<file path="src/rtl/dffbank_pkg.sv">
// Shared types for the flip-flop bank controller: cell op encodings and FSM states.
package dffbank_pkg;

  typedef enum logic [1:0] {
    OP_WRITE = 2'b00,
    OP_SET   = 2'b01,
    OP_CLR   = 2'b10,
    OP_READ  = 2'b11
  } op_e;

  typedef enum logic [1:0] {
    IDLE,
    APPLY,
    ACK
  } state_e;

endpackage

</file>
<file path="src/rtl/dffbank_if.sv">
// Two-requester access bus for the flip-flop bank, plus the observable cell outputs.
interface dffbank_if #(
  parameter int unsigned NCELL = 8,
  parameter int unsigned AW    = 3
);
  logic             req0;
  logic [1:0]       op0;
  logic [AW-1:0]    addr0;
  logic             din0;
  logic             ack0;
  logic             req1;
  logic [1:0]       op1;
  logic [AW-1:0]    addr1;
  logic             din1;
  logic             ack1;
  logic             rdata;
  logic             err;
  logic [NCELL-1:0] q;
  logic [NCELL-1:0] qn;

  modport master (
    output req0, op0, addr0, din0, req1, op1, addr1, din1,
    input  ack0, ack1, rdata, err, q, qn
  );

  modport slave (
    input  req0, op0, addr0, din0, req1, op1, addr1, din1,
    output ack0, ack1, rdata, err, q, qn
  );
endinterface

</file>
<file path="src/rtl/dffbank_cell.sv">
// Single D flip-flop cell with synchronous reset, set, clear and load (in that priority).
module dffbank_cell (
  input  logic clk_i,
  input  logic rst_i,
  input  logic set_i,
  input  logic clr_i,
  input  logic load_i,
  input  logic d_i,
  output logic q_o
);
  logic q_q;

  always_ff @(posedge clk_i) begin
    if (rst_i) begin
      q_q <= 1'b0;
    end else if (set_i) begin
      q_q <= 1'b1;
    end else if (clr_i) begin
      q_q <= 1'b0;
    end else if (load_i) begin
      q_q <= d_i;
    end
  end

  assign q_o = q_q;
endmodule

</file>
<file path="src/rtl/dffbank_ctrl.sv">
// Arbitrated controller for a bank of NCELL flip-flop cells: IDLE -> APPLY -> ACK per transaction.
// Define DFFBANK_FIXPRI_EN for fixed priority (requester 0 wins ties); default is round-robin.
module dffbank_ctrl
  import dffbank_pkg::*;
#(
  parameter int unsigned NCELL = 8,
  parameter int unsigned AW    = 3
) (
  input logic      clk,
  input logic      r,
  dffbank_if.slave bus
);
  state_e           state_q;
  op_e              op_q;
  logic [AW-1:0]    addr_q;
  logic             din_q;
  logic             gnt_q;
  logic             ack0_q;
  logic             ack1_q;
  logic             rdata_q;
  logic             err_q;
  logic             grant1;
  logic             in_range;
  logic             cur_bit;
  logic             post_bit;
  logic [NCELL-1:0] q;
  logic [NCELL-1:0] set_v;
  logic [NCELL-1:0] clr_v;
  logic [NCELL-1:0] load_v;

`ifdef DFFBANK_FIXPRI_EN
  assign grant1 = bus.req1 & ~bus.req0;
`else
  logic rr_q;  // 1: requester 1 wins the next tie
  assign grant1 = bus.req1 & (~bus.req0 | rr_q);
`endif

  assign in_range = 32'(addr_q) < NCELL;

  always_comb begin
    cur_bit = 1'b0;
    for (int unsigned i = 0; i < NCELL; i++) begin
      if (addr_q == AW'(i)) cur_bit = q[i];
    end
  end

  // Value the addressed cell holds once APPLY completes, so rdata is registered with it.
  always_comb begin
    post_bit = cur_bit;
    case (op_q)
      OP_WRITE: post_bit = din_q;
      OP_SET:   post_bit = 1'b1;
      OP_CLR:   post_bit = 1'b0;
      default:  post_bit = cur_bit;
    endcase
  end

  for (genvar i = 0; i < NCELL; i++) begin : g_cell
    logic hit;
    assign hit       = (state_q == APPLY) && in_range && (addr_q == AW'(i));
    assign load_v[i] = hit && (op_q == OP_WRITE);
    assign set_v[i]  = hit && (op_q == OP_SET);
    assign clr_v[i]  = hit && (op_q == OP_CLR);

    dffbank_cell u_cell (
      .clk_i  (clk),
      .rst_i  (r),
      .set_i  (set_v[i]),
      .clr_i  (clr_v[i]),
      .load_i (load_v[i]),
      .d_i    (din_q),
      .q_o    (q[i])
    );
  end

  always_ff @(posedge clk) begin
    if (r) begin
      state_q <= IDLE;
      op_q    <= OP_WRITE;
      addr_q  <= '0;
      din_q   <= 1'b0;
      gnt_q   <= 1'b0;
      ack0_q  <= 1'b0;
      ack1_q  <= 1'b0;
      rdata_q <= 1'b0;
      err_q   <= 1'b0;
`ifndef DFFBANK_FIXPRI_EN
      rr_q    <= 1'b0;
`endif
    end else begin
      case (state_q)
        IDLE: begin
          if (bus.req0 | bus.req1) begin
            gnt_q   <= grant1;
            op_q    <= op_e'(grant1 ? bus.op1 : bus.op0);
            addr_q  <= grant1 ? bus.addr1 : bus.addr0;
            din_q   <= grant1 ? bus.din1 : bus.din0;
`ifndef DFFBANK_FIXPRI_EN
            rr_q    <= ~grant1;
`endif
            state_q <= APPLY;
          end
        end
        APPLY: begin
          rdata_q <= in_range & post_bit;
          err_q   <= ~in_range;
          ack0_q  <= ~gnt_q;
          ack1_q  <= gnt_q;
          state_q <= ACK;
        end
        ACK: begin
          ack0_q  <= 1'b0;
          ack1_q  <= 1'b0;
          state_q <= IDLE;
        end
        default: state_q <= IDLE;
      endcase
    end
  end

  assign bus.ack0  = ack0_q;
  assign bus.ack1  = ack1_q;
  assign bus.rdata = rdata_q;
  assign bus.err   = err_q;
  assign bus.q     = q;
  assign bus.qn    = ~q;
endmodule
</file>
<file path="src/flat_wrapper.sv">
// flat-port wrapper written by rule: the top's interface ports become plain ports
module dffbank_ctrl_flat import dffbank_pkg::*;
#(
  parameter int unsigned NCELL = 8,
  parameter int unsigned AW    = 3
)
  (clk, r, bus_req0, bus_op0, bus_addr0, bus_din0, bus_req1, bus_op1, bus_addr1, bus_din1, bus_ack0, bus_ack1, bus_rdata, bus_err, bus_q, bus_qn);
  dffbank_if #(.NCELL(NCELL), .AW(AW)) bus_i ();
  input logic clk;
  input logic r;
  input wire logic [$bits(bus_i.req0)-1:0] bus_req0;
  input wire logic [$bits(bus_i.op0)-1:0] bus_op0;
  input wire logic [$bits(bus_i.addr0)-1:0] bus_addr0;
  input wire logic [$bits(bus_i.din0)-1:0] bus_din0;
  input wire logic [$bits(bus_i.req1)-1:0] bus_req1;
  input wire logic [$bits(bus_i.op1)-1:0] bus_op1;
  input wire logic [$bits(bus_i.addr1)-1:0] bus_addr1;
  input wire logic [$bits(bus_i.din1)-1:0] bus_din1;
  output wire logic [$bits(bus_i.ack0)-1:0] bus_ack0;
  output wire logic [$bits(bus_i.ack1)-1:0] bus_ack1;
  output wire logic [$bits(bus_i.rdata)-1:0] bus_rdata;
  output wire logic [$bits(bus_i.err)-1:0] bus_err;
  output wire logic [$bits(bus_i.q)-1:0] bus_q;
  output wire logic [$bits(bus_i.qn)-1:0] bus_qn;
  assign bus_i.req0 = bus_req0;
  assign bus_i.op0 = bus_op0;
  assign bus_i.addr0 = bus_addr0;
  assign bus_i.din0 = bus_din0;
  assign bus_i.req1 = bus_req1;
  assign bus_i.op1 = bus_op1;
  assign bus_i.addr1 = bus_addr1;
  assign bus_i.din1 = bus_din1;
  assign bus_ack0 = bus_i.ack0;
  assign bus_ack1 = bus_i.ack1;
  assign bus_rdata = bus_i.rdata;
  assign bus_err = bus_i.err;
  assign bus_q = bus_i.q;
  assign bus_qn = bus_i.qn;
  dffbank_ctrl #(.NCELL(NCELL), .AW(AW)) u_core (.clk(clk), .r(r), .bus(bus_i));
endmodule
</file>
<file path="config.mk">
export PLATFORM = sky130hd
export DESIGN_NAME = dffbank_ctrl_flat
export DESIGN_NICKNAME = d
export VERILOG_FILES = /design/src/rtl/dffbank_pkg.sv /design/src/rtl/dffbank_if.sv /design/src/rtl/dffbank_cell.sv /design/src/rtl/dffbank_ctrl.sv /design/src/flat_wrapper.sv
export SDC_FILE = /design/constraint.sdc
export NUM_CORES = 1
export LEC_CHECK = 0
export CAP_MARGIN = 0
export CORE_MARGIN = 5
export CORE_UTILIZATION = 47
export CTS_CLUSTER_DIAMETER = 120
export CTS_CLUSTER_SIZE = 40
export DETAILED_ROUTE_END_ITERATION = 10
export GPL_ROUTABILITY_DRIVEN = 0
export MAX_ROUTING_LAYER = met4
export PLACE_DENSITY = 0.78
export SLEW_MARGIN = 30
export SYNTH_ARGS = -nofsm -noshare
export SYNTH_HDL_FRONTEND = slang
export SYNTH_HIERARCHICAL = 1
export SYNTH_SLANG_ARGS = --single-unit
</file>
<file path="constraint.sdc">
create_clock -name clk -period 1.88 [get_ports clk]
set_input_delay 0.564 -clock clk [delete_from_list [all_inputs] [get_ports clk]]
set_output_delay 0.564 -clock clk [all_outputs]
set_load 0.02 [all_outputs]
</file>
==> run summary, run 1 <==
The number of nets in the synthesized netlist is 182. The main combinational cell family by area after synthesis is simple AND/OR/NAND/NOR gates. Leaving out fill and tap cells, the most frequent cell in the layout is sky130_fd_sc_hd__nor2_1.

In this run the standard cell core region covers 2690 um2. In this run the critical register-to-register path is launched from u_core/state_q[1]$_SDFFE_PP0P_. The final-report hold violation count is 0, and the number of synthesized register bits is 21. The mean cell area of the mapped netlist came out at 7.97 um2.

The run gives 36 as the number of I/O pins. Overall overflow remaining after global route: 0. The run gives 0 as the number of buffers added to fix hold violations after cts. The tools report the source-to-sink clock delay at the later pin of the worst-skew pair as 300 ps.

The TritonCTS buffer count was 3; the end-of-flow core utilization was 0.627. Number of setup buffers added after CTS: 0. The largest buffer count on any clock path was 2; the initial antenna violation count was 0.

In the layout the commonest cells are 32 x sky130_fd_sc_hd__nor2_1, 21 x sky130_fd_sc_hd__dfxtp_1, 17 x sky130_fd_sc_hd__clkdlybuf4s50_1, 13 x sky130_fd_sc_hd__nand2b_1. Using the TritonRoute via totals, the vias-per-cell ratio works out to 5.46. The via count of the first global-routing pass is 1,253, and the x dimension of the die is 62.4 um. The sum of buffers and inverters on the critical path came out at 1. The proportion of layout cells with a drive suffix above 1 is 0.0619. The cell family contributing the most delay on the critical path is buffers and inverters.

In the final routed layout, each cell accounts on average for 14.0 um. The start-to-end type of the worst setup path was reg2out. After detailed placement, the design holds a cell count of 221. Summed over all nets, the half-perimeter wirelength after detailed placement is 2440 um. The number of standard cells in the final layout excluding fillers was 225; the final-report max-slew violation count was 0. Synthesis instantiated 32 different standard cells from the library.

For the worst flop-to-flop path, the logic depth is 7. The count of nets left with antenna violations once routing finished came out at 0. Timing analysis after detailed placement gives a worst setup slack of -27.5 ps. The logs give 480 ps for the tightest hold margin and 553 MHz for the highest attainable clock frequency.

Wires add up to 3150 um. The endpoint identified for the worst register-to-register timing path is u_core/g_cell[5].u_cell/q_o$_SDFFE_PP0P_. The die is 62.4 um tall. The analysis attributes to cell leakage a power of 0.642 nW. Entering global routing, the biggest net connects 14 pins.

The routed layout has 1,229 vias. The run gives 1 as the maximum level of the CTS H-tree. The largest individual stage delay along the critical path comes from the cell sky130_fd_sc_hd__clkdlybuf4s50_1. The tools report the total routing resource utilization after global routing as 0.163. Placement row count: 19. The tools report the nature of the critical path endpoint as an output pin.

The worst register-to-register path has a setup slack of 160 ps. The most used flip-flop cell after synthesis is sky130_fd_sc_hd__dfxtp_1. The logs give 1240 ps for the critical path data arrival time and 1290 um2 for the post-synth design cell area. The worst hold path depth was 2; the share of the yosys chip area belonging to registers was 0.326.

After clock tree synthesis, the clock-pin slew on the worst setup and hold paths is 100 ps. For the maximum vdd drop, the log shows 728 uV. The cell count after synthesis came out at 162. The power per standard cell area came out at 617 nW/um2.

In this run the cell area measured after placement is 1650 um2. The run finished with clean final reports. The multiplexer area fraction after synthesis was 0.131. The number of enable-type register cells in the synthesized netlist was 0. The compound-gate portion of the synthesized area was 0.156. For this run, design rule violations remaining after detail routing come to 0. Walking the worst path, the cells encountered are clkdlybuf4s50_1.

The clock period could shrink to 1810 ps. The path class of the tightest hold or removal check is reg2reg. The count of final setup violators was 0.

Along the worst path, the maximum fanout reaches 2. The run gives 0 ps as the total negative setup slack. For hold timing, the worst endpoint is u_core/bus.ack1$_SDFFE_PP0P_. The number of violations of the max-capacitance limit is 0, and the wire length of the first global-routing pass is 5300 um. The worst hold path startpoint is u_core/bus.ack1$_SDFFE_PP0P_.

The share of the cycle needed by the critical path after routing works out to 0.962. The area fraction in and, or, nand and nor cells after synthesis was 0.266. The tools report the DRC marker count from the first detailed-route iteration as 27. STA classifies the critical path startpoint as a flip-flop.

Yosys printed 6 warnings. The setup slack after layout was 71.6 ps. The fraction of registers with async set or reset after synthesis is 0, and the relative area change from synthesis to final layout is 30.4%. The die covers 3900 um2.

Clock root buffer master: sky130_fd_sc_hd__clkbuf_4. The final layout contains 215 nets. TritonCTS built the clock tree. The run gives 0.481 as the starting density of the core.

The xor-xnor portion of the synthesized cell area was 0; the overall power of the completed layout was 1.04 mW. Input and output buffers added on the ports amount to 34. At the worst endpoint, the required time is 1320 ps.

For this run, the slowest stage of the critical path takes 610 ps. The clock sink total is 21, and the post-route clock skew is 13.0 ps. Setup repair after global routing left no endpoint under its margin. The adder-cell share of the synthesized area was 0.0388; the number of iterations in the first detailed-routing pass was 4. The logs give 0 for the diode insertion count for antenna repair and 1680 um2 for the cell area after layout.
[cells in the mapped netlist (2+ instances only)]
cell                       number  area share
sky130_fd_sc_hd__nor2_1        32       0.093
sky130_fd_sc_hd__and2b_1        2       0.012
sky130_fd_sc_hd__a311oi_1       6       0.041
sky130_fd_sc_hd__clkbuf_1       7       0.020
sky130_fd_sc_hd__inv_1         12       0.035
sky130_fd_sc_hd__a21oi_1        2      0.0078
sky130_fd_sc_hd__buf_4          2       0.012
sky130_fd_sc_hd__o21ai_0        6       0.023
sky130_fd_sc_hd__nor2b_1        2      0.0097
sky130_fd_sc_hd__nor4_1         3       0.015
sky130_fd_sc_hd__nand3_1       10       0.039
sky130_fd_sc_hd__nand2_1        5       0.015
sky130_fd_sc_hd__o31ai_1        8       0.047
sky130_fd_sc_hd__mux2i_1       12       0.093
sky130_fd_sc_hd__nand2b_1      13       0.063
sky130_fd_sc_hd__dfxtp_1       21        0.33
sky130_fd_sc_hd__ha_1           4       0.039
[routing by layer]
layer,up-vias,global-route usage,part of all wire
met3,4,0.0432,0.045
li1,623,-,-
met5,-,-,0
met4,0,0.0239,0.0054
met2,31,0.299,0.52
met1,571,0.178,0.43
[final cells by class]
| class | instances | area, um2 |
|---|---|---|
| Tap cell | 31 | 38.8 |
| Multi-Input combinational cell | 118 | 771 |
| Fill cell | 242 | 1000 |
| Clock buffer | 4 | 26.3 |
| Timing Repair Buffer | 39 | 383 |
| Inverter | 12 | 45.0 |
| Sequential cell | 21 | 420 |
[worst max-delay path by stage]
stage	startpoint	to	depth (start not counted)
after floorplan	u_core/state_q[1]$_SDFFE_PP0P_	u_core/g_cell[5].u_cell/q_o$_SDFFE_PP0P_	8
after global placement	bus_req1	u_core/op_q[0]$_SDFFE_PP0P_	5
after detailed placement	bus_req0	u_core/addr_q[1]$_SDFFE_PP0P_	4
after CTS	u_core/g_cell[7].u_cell/q_o$_SDFFE_PP0P_	bus_qn[7]	2
after global routing	u_core/state_q[1]$_SDFFE_PP0P_	u_core/g_cell[0].u_cell/q_o$_SDFFE_PP0P_	7
final	u_core/bus.ack1$_SDFFE_PP0P_	bus_ack1	1
[kinds of logic (layout without fill, tap and decap cells)]
group	Yosys count	count (layout)
simple gates	71	71
compound gates	28	28
buf+inv	23	55
flops	21	21
mux	14	14
fa+ha+maj	4	4
other cells	1	1
[registers in the layout, indices dropped and copies added, names as in the netlist]
| name | cells |
|---|---|
| u_core/op_q | 2 |
| u_core/din_q | 1 |
| u_core/bus.ack1 | 1 |
| u_core/rr_q | 1 |
| u_core/state_q | 2 |
| u_core/g_cell.u_cell/q_o | 8 |
| u_core/addr_q | 3 |
| u_core/bus.ack0 | 1 |
| u_core/gnt_q | 1 |
| u_core/bus.rdata | 1 |
[where the power goes]
group / total, mW / internal (mW) / switching (mW)
Combinational: 0.291 / 0.140 / 0.151
Sequential: 0.534 / 0.481 / 0.0530
Clock: 0.215 / 0.0826 / 0.132
[timing repair]
| item | in CTS | in global routing |
|---|---|---|
| setup endpoints to repair | 11 | 9 |
| resized for setup | 10 | 8 |
| gates cloned | 0 | 0 |
[worst reg2reg max path, delay by kind of cell, from the launching register on]
kind                       cells  cell delay, ps
and+or+nand+nor                3             610
adders and majority gates      1             270
AOI/OAI and AO/OA              1              80
muxes                          1             210
DFF                            1             350
buffers and inverters          1             120
Power figures use the tool's default switching activity.
==> inputs of run 2 (changes only) <==
==> constraint.sdc (replaced) <==
create_clock -name clk -period 1.88 [get_ports clk]
set_input_delay 0.282 -clock clk [delete_from_list [all_inputs] [get_ports clk]]
set_output_delay 0.282 -clock clk [all_outputs]
set_load 0.02 [all_outputs]
==> run 2 against run 1 <==
Worst setup slack better by 81 ps. Largest power group unchanged. Maximum frequency up 4.7%. Global-route usage rose by 0.43 points. Core utilization is 0.98 points lower. Via count rose by 2.7%. Register-to-register slack about the same. Highest routed layer unchanged.
==> run summary, run 2 (synthesized netlist as in run 1, its figures left out) <==
The run finished with clean final reports. The core area was 2690 um2 (unchanged); the worst hold path depth was 2 (unchanged). Post-route clock skew: 3.45 ps (-9.60 ps).

In the layout the commonest cells are 34 x sky130_fd_sc_hd__clkdlybuf4s50_1, 32 x sky130_fd_sc_hd__nor2_1, 21 x sky130_fd_sc_hd__dfxtp_1, 13 x sky130_fd_sc_hd__nand2b_1. The count of cell instances traversed by the critical path is 7 (+6). The tools report the source-to-sink clock delay at the later pin of the worst-skew pair as 310 ps (about the same). Count of final setup violators: 0 (unchanged).

The worst setup path startpoint is u_core/state_q[1]$_SDFFE_PP0P_. Sum of buffers and inverters on the critical path: 1 (unchanged). The die area was 3900 um2 (unchanged). The class of the tightest hold or removal check is reg2reg. The library cell used most frequently in the layout, excluding fill and tap cells, is sky130_fd_sc_hd__clkdlybuf4s50_1. The maximum vdd drop is 549 uV (-25%), and the power per standard cell area is 630 nW/um2 (+2.1%). In this run the critical register-to-register path is captured at u_core/g_cell[5].u_cell/q_o$_SDFFE_PP0P_. The final-report hold violation count came out at 0 (unchanged). Clock period minus worst slack: 1730 ps (-80.7 ps).

The largest fanout of any net on the critical path was 7 (+5). Detailed placer's ending HPWL: 2320 um (-5.0%). Setup slack on the worst flop-to-flop path: 150 ps (about the same). Number of flip-flops in the largest register: 8 (unchanged). The clock sink total came out at 21 (unchanged). The total negative setup slack came out at 0 ps (unchanged). CTS placed an instance of sky130_fd_sc_hd__clkbuf_4 at the clock tree root.

The run gives 0.481 (unchanged) as the starting density of the core. The largest individual stage delay along the critical path comes from the cell sky130_fd_sc_hd__dfxtp_1. The placement row count was 19 (unchanged). The via count of the first global-routing pass was 1,238 (-1.2%); the total of fill cells in the finished design was 250 (+3.3%).

The run gives 0 (unchanged) as the initial antenna violation count. Walking the worst path, the cells encountered are inv_1 -> ha_1 -> nor2b_2 -> nand3_1 -> nor2_1 -> mux2i_1 -> o31ai_1. The x dimension of the die was 62.4 um (unchanged). The nature of the critical path endpoint was a flip-flop.

The number of buffers added to fix hold violations after cts was 0 (unchanged). For the overall overflow remaining after global route, the log shows 0 (unchanged). The number of standard cells in the final layout excluding fillers came out at 222 (-1.3%). In this run the critical register-to-register path is launched from u_core/state_q[1]$_SDFFE_PP0P_. The final-report max-slew violation count came out at 0 (unchanged). The share of the cycle needed by the critical path after routing was 0.919 (-0.0429); the total number of vias was 1,262 (+2.7%).

The tools report the highest attainable clock frequency as 579 MHz (+4.7%). For hold timing, the worst endpoint is u_core/bus.ack1$_SDFFE_PP0P_. Y dimension of the die: 62.4 um (unchanged). The cell family contributing the most delay on the critical path is simple AND/OR/NAND/NOR gates. The stage delay of the slowest cell on the critical path works out to 340 ps (-270 ps). The post-detailed-route wirelength per cell was 14.1 um (+0.74%). The logs give 1940 ps (+700 ps) for the critical path data arrival time and 4 (unchanged) for the number of iterations in the first detailed-routing pass.

The worst setup path is launched from a flip-flop. The number of nets in the layout is 212 (-1.4%), and the largest net degree at the start of global routing is 30 (+16). The DRC marker count from the first detailed-route iteration was 44 (+63%). Clock-pin slew of the registers on the worst-case setup and hold paths: 120 ps (+20 ps). TritonCTS built the clock tree.

The required time reported for the critical path endpoint came out at 2090 ps (+770 ps). The via density per instance came out at 5.68 (+4.1%). The critical path in this run is classified as reg2reg. The number of buffers added on ports is 34 (unchanged), and the TritonCTS buffer count is 3 (unchanged). Number of violations of the max-capacitance limit: 0 (unchanged). Wire length of the first global-routing pass: 5300 um (unchanged). The proportion of layout cells with a drive suffix above 1 was 0.0524 (-0.00950); the maximum level of the CTS H-tree was 1 (unchanged). The startpoint identified for the worst hold timing path is u_core/bus.ack1$_SDFFE_PP0P_. The diode insertion count for antenna repair is 0 (unchanged), and the relative area change from synthesis to final layout is 28.4%. The residual DRC count was 0 (unchanged); the number of cells in the design after placement was 218 (-1.4%). The count of nets left with antenna violations after detail routing was 0 (unchanged); the number of cells on the worst reg-to-reg path was 7 (unchanged).

The number of I/O pins came out at 36 (unchanged). The run gives 3130 um (-0.60%) as the total detailed-routing wirelength. The leakage dissipation was 0.570 nW (-11%). The tools report the largest buffer count on any clock path as 2 (unchanged). The total routing resource utilization after global routing came out at 0.167 (+0.00435).
-- run 2: changes by cell type in the layout (fill, tap and decap cells not counted), sizes merged --
cell           change
clkdlybuf4s50     +17
dlygate4sd2       -10
dlymetal6s2s       -7
buf                -3
clkbuf             -1
clkinv             +1
-- run 2: layer usage --
| metal | wire, um | global-route usage |
|---|---|---|
| met1 | 1330 | 0.181 |
| met2 | 1570 | 0.278 |
| met3 | 176 | 0.0612 |
| met4 | 50 | 0.0637 |
| met5 | 0 | - |
-- run 2: final cells by class --
class                      instances  area [um2]  area share
tap                               31        38.8      0.0234
sequential                        21         420       0.254
timing repair buffer              36         355       0.214
clock inverter                     1        5.00     0.00302
inverter                          12        45.0      0.0272
clock buffer                       3        22.5      0.0136
multi-input combinational        118         771       0.465
-- run 2: what timing repair did --
item                                    in CTS  in global routing
gates resized for setup                      0                  1
endpoints found under the setup margin       0                  3
setup buffers                                0                  0
-- run 2: how the worst max path moves through the flow --
| stage | endpoint |
|---|---|
| 5_1_grt | u_core/g_cell[5].u_cell/q_o$_SDFFE_PP0P_ |
| 4_1_cts | u_core/g_cell[5].u_cell/q_o$_SDFFE_PP0P_ |
| 3_5_place_dp | u_core/g_cell[5].u_cell/q_o$_SDFFE_PP0P_ |
| 2_1_floorplan | u_core/g_cell[5].u_cell/q_o$_SDFFE_PP0P_ |
| 6_report | u_core/g_cell[5].u_cell/q_o$_SDFFE_PP0P_ |
| 3_3_place_gp | u_core/g_cell[5].u_cell/q_o$_SDFFE_PP0P_ |
-- run 2: power breakdown --
| group | leakage, nW | switching [mW] | internal [mW] |
|---|---|---|---|
| Combinational | 0.380 | 0.151 | 0.137 |
| Sequential | 0.172 | 0.0533 | 0.481 |
| Clock | 0.0177 | 0.142 | 0.0796 |
| Total | 0.570 | 0.347 | 0.697 |
-- run 2: worst reg2reg max path, cell delays in order, from the launching register on --
cell	delay, ps
sky130_fd_sc_hd__dfxtp_1	340
sky130_fd_sc_hd__inv_1	90
sky130_fd_sc_hd__ha_1	310
sky130_fd_sc_hd__nor2b_2	260
sky130_fd_sc_hd__nand3_1	150
sky130_fd_sc_hd__nor2_1	170
sky130_fd_sc_hd__mux2i_1	220
sky130_fd_sc_hd__o31ai_1	80
-- run 2: stage by stage --
stage / cell area, um2 / hold WS (ps) / power, mW / utilization / setup WS [ps]
4_1_cts: 1660 / 487 / 1.05 / 0.616 / 141
3_5_place_dp: 1630 / 464 / 0.829 / 0.606 / 157
6_report: 1660 / 482 / 1.04 / 0.617 / 152
5_1_grt: 1660 / 525 / 1.11 / 0.617 / -2.59
3_3_place_gp: 1630 / 458 / 0.815 / 0.606 / 284
2_1_floorplan: 1290 / 354 / 0.733 / - / 281
==> inputs of run 3 (changes only) <==
- ABC_AREA: not set -> 1
- CORE_UTILIZATION: 47 -> 49
==> run 3 against run 2 <==
Routed wire length grew 5.4%. Clock skew grew 6.1 ps. Die area up 7.2%. Register-to-register slack improved by 160 ps. Core utilization grew 4.4 points.
==> run summary, run 3 <==
The total negative setup slack came out at 0 ps (unchanged). The number of cells upsized or downsized after cts is 0 (unchanged). For the post-route clock skew, the log shows 9.56 ps (+6.11 ps). Placement row count: 19 (unchanged). The run finished with clean final reports. The number of enable-type register cells in the synthesized netlist is 0 (unchanged), and the count of nets left with antenna violations after detail routing is 0 (unchanged). The proportion of layout cells with a drive suffix above 1 was 0.113 (+0.0604); the largest buffer count on any clock path was 2 (unchanged).

From synthesis to final layout, the design area changed by 26.9%. The clock-pin slew of the registers on the worst-case setup and hold paths is 130 ps (about the same), and the diode insertion count for antenna repair is 0 (unchanged). Clock root buffer master: sky130_fd_sc_hd__clkbuf_4. The run gives 287 (+35%) as the number of nets in the layout.

Count of mapped cells out of synthesis: 230 (+42%). The library cell used most frequently in the layout, excluding fill and tap cells, is sky130_fd_sc_hd__inv_1. The tools report the core area as 2810 um2 (+4.4%). The source-to-sink clock delay at the later pin of the worst-skew pair was 310 ps (about the same).

Largest net degree at the start of global routing: 14 (-53%). Worst setup path startpoint: u_core/g_cell[6].u_cell/q_o$_SDFFE_PP0P_. The tools report the synthesized net count as 250 (+37%). The start-to-end type of the worst setup path was reg2out. Power per standard cell area: 627 nW/um2 (-0.53%). The final-report hold violation count was 0 (unchanged); the overall overflow remaining after global route was 0 (unchanged). The share of Yosys cell area claimed by the top area cell type was 0.288 (-0.0379). The tools report the count of final setup violators as 0 (unchanged). For the distinct cell type count of the synthesized netlist, the log shows 25 (-22%). By area the synthesized netlist is led by sky130_fd_sc_hd__dfxtp_1 29%, sky130_fd_sc_hd__inv_1 17%, sky130_fd_sc_hd__nand2_1 11%, sky130_fd_sc_hd__nor2_1 8.0%, sky130_fd_sc_hd__nand3_2 5.5%. The share of the cycle needed by the critical path after routing is 0.882 (-0.0374). The initial antenna violation count is 0 (unchanged), and the number of I/O pins is 36 (unchanged). The post-synth design cell area is 1460 um2 (+13%), and the via count of the first global-routing pass is 1,362 (+10%). The stage delay of the slowest cell on the critical path works out to 640 ps (+300 ps). The tools report the maximum level of the CTS H-tree as 1 (unchanged). The run gives 6 (unchanged) as the number of warnings reported in the yosys synthesis log. Total detailed-routing wirelength: 3300 um (+5.4%).

The worst slack at placement is 316 ps (+159 ps). In this run the critical register-to-register path is launched from u_core/state_q[1]$_SDFFE_PP0P_. Starting density of the core: 0.521 (+0.0403). The min-delay analysis places its worst path in the category reg2reg. The residual DRC count came out at 0 (unchanged).

Cell family contributing the most delay on the critical path: buffers and inverters. The cell accounting for the most synthesized area was sky130_fd_sc_hd__dfxtp_1. The number of synthesized register bits is 21 (unchanged). Setup repair after global routing left no endpoint under its margin. The logs give 603 MHz (+4.2%) for the highest attainable clock frequency and 4 (unchanged) for the number of iterations in the first detailed-routing pass. The y dimension of the die is 64.6 um (+3.5%), and the largest fanout of any net on the critical path is 4 (-3). The worst hold path begins at u_core/gnt_q$_SDFFE_PP0P_.

Element type at the critical path start: a flip-flop. The top cell types in the final layout, fill and taps aside, are 65 x sky130_fd_sc_hd__inv_1, 42 x sky130_fd_sc_hd__nand2_1, 34 x sky130_fd_sc_hd__clkdlybuf4s50_1, 31 x sky130_fd_sc_hd__nor2_1, 21 x sky130_fd_sc_hd__dfxtp_1. The final-report max-slew violation count is 0 (unchanged). Traced cell by cell, the critical path runs through clkdlybuf4s50_1.

The post-detailed-route wirelength per cell came out at 11.1 um (-21%). The number of buffers added on ports is 34 (unchanged). The total number of vias was 1,447 (+15%).

The DRC marker count from the first detailed-route iteration came out at 65 (+48%). STA classifies the critical path endpoint as an output pin. The maximum vdd drop is 350 uV (-36%), and the mean cell area of the mapped netlist is 6.35 um2 (-20%).

The TritonCTS buffer count was 3 (unchanged). The clock period minus worst slack was 1660 ps (-70.4 ps); the die area was 4170 um2 (+7.2%). The setup slack after layout is 223 ps (+70.4 ps), and the via density per instance is 4.87 (-14%). The number of buffers added to fix hold violations after cts came out at 0 (unchanged).

In the post-synthesis netlist, the cell with the most instances is sky130_fd_sc_hd__inv_1. The leakage dissipation came out at 0.745 nW (+31%). The number of flip-flops in the largest register is 8 (unchanged), and the detailed placer's ending HPWL is 2450 um (+5.4%). The cell with the largest stage delay on the worst path was sky130_fd_sc_hd__clkdlybuf4s50_1.

The clock sink total came out at 21 (unchanged). The sum of buffers and inverters on the critical path came out at 1 (unchanged). The fraction of registers with async set or reset after synthesis was 0 (unchanged). The number of setup buffers added after CTS was 0 (unchanged).

The x dimension of the die was 64.6 um (+3.5%). Predominant post-synthesis flop cell: sky130_fd_sc_hd__dfxtp_1. The run gives 1380 ps (-560 ps) as the critical path data arrival time. The logs give 1600 ps (-490 ps) for the required time reported for the critical path endpoint and 5820 um (+9.8%) for the wire length of the first global-routing pass. The total routing resource utilization after global routing was 0.181 (+0.0132); the share of the yosys chip area belonging to registers was 0.288 (-0.0379).

In the synthesized netlist, the cells that appear most often are 65 x sky130_fd_sc_hd__inv_1, 42 x sky130_fd_sc_hd__nand2_1, 31 x sky130_fd_sc_hd__nor2_1. The number of violations of the max-capacitance limit came out at 0 (unchanged). TritonCTS built the clock tree.
-- run 3: cell count changes after synthesis, moves of 6 or more --
cell                       change
sky130_fd_sc_hd__a21oi_2       +9
sky130_fd_sc_hd__nand4_1       +6
sky130_fd_sc_hd__nand2b_1     -13
sky130_fd_sc_hd__o31ai_1       -8
sky130_fd_sc_hd__nand3_2       +8
sky130_fd_sc_hd__o211ai_1      +6
sky130_fd_sc_hd__inv_1        +53
sky130_fd_sc_hd__mux2i_1      -12
sky130_fd_sc_hd__nand2_1      +37
-- run 3: final timing paths --
| kind | to | slack (ps) | cells after the start |
|---|---|---|---|
| hold reg to reg | u_core/bus.ack1$_SDFFE_PP0P_ | 500 | 2 |
| setup / recovery | bus_q[6] | 220 | 1 |
| hold / removal | u_core/bus.ack1$_SDFFE_PP0P_ | 500 | 2 |
| setup reg to reg | u_core/g_cell[6].u_cell/q_o$_SDFFE_PP0P_ | 310 | 8 |
-- run 3: logic make-up after synthesis --
group / Yosys count / synth area share
other: 1 / 0.00257
DFF: 21 / 0.288
AOI/OAI and AO/OA: 28 / 0.137
adders and majority gates: 4 / 0.0342
and+or+nand+nor: 102 / 0.332
buffers and inverters: 74 / 0.206
-- run 3: per-layer routing --
| layer | part of all wire | track usage | vias up | wire, um |
|---|---|---|---|---|
| met5 | 0 | - | - | 0 |
| li1 | - | - | 762 | - |
| met2 | 0.46 | 0.295 | 39 | 1500 |
| met3 | 0.058 | 0.0276 | 2 | 190 |
| met1 | 0.48 | 0.226 | 644 | 1570 |
| met4 | 0.0088 | 0.0660 | 0 | 29 |
-- run 3: layout make-up --
class	count	area [um2]
fill	258	951
inverter	67	251
sequential	21	420
timing repair buffer	39	378
clock buffer	4	26.3
tap	31	38.8
multi-input combinational	135	739
-- run 3: report_power, final --
group / internal, mW / total (mW) / switching (mW)
sequential: 0.491 / 0.529 / 0.0383
combinational: 0.162 / 0.404 / 0.242
clock: 0.0828 / 0.229 / 0.146
-- run 3: per-stage QoR --
step            util  std cells  area, um2  hold WS, ps  power (mW)
6_report       0.661        297       1850          501        1.16
5_1_grt        0.661        297       1850          541        1.24
4_1_cts        0.661        297       1850          504        1.17
3_5_place_dp   0.652        293       1830          486       0.939
3_3_place_gp   0.652        293       1830          482       0.932
2_1_floorplan      -        230       1460          344       0.800
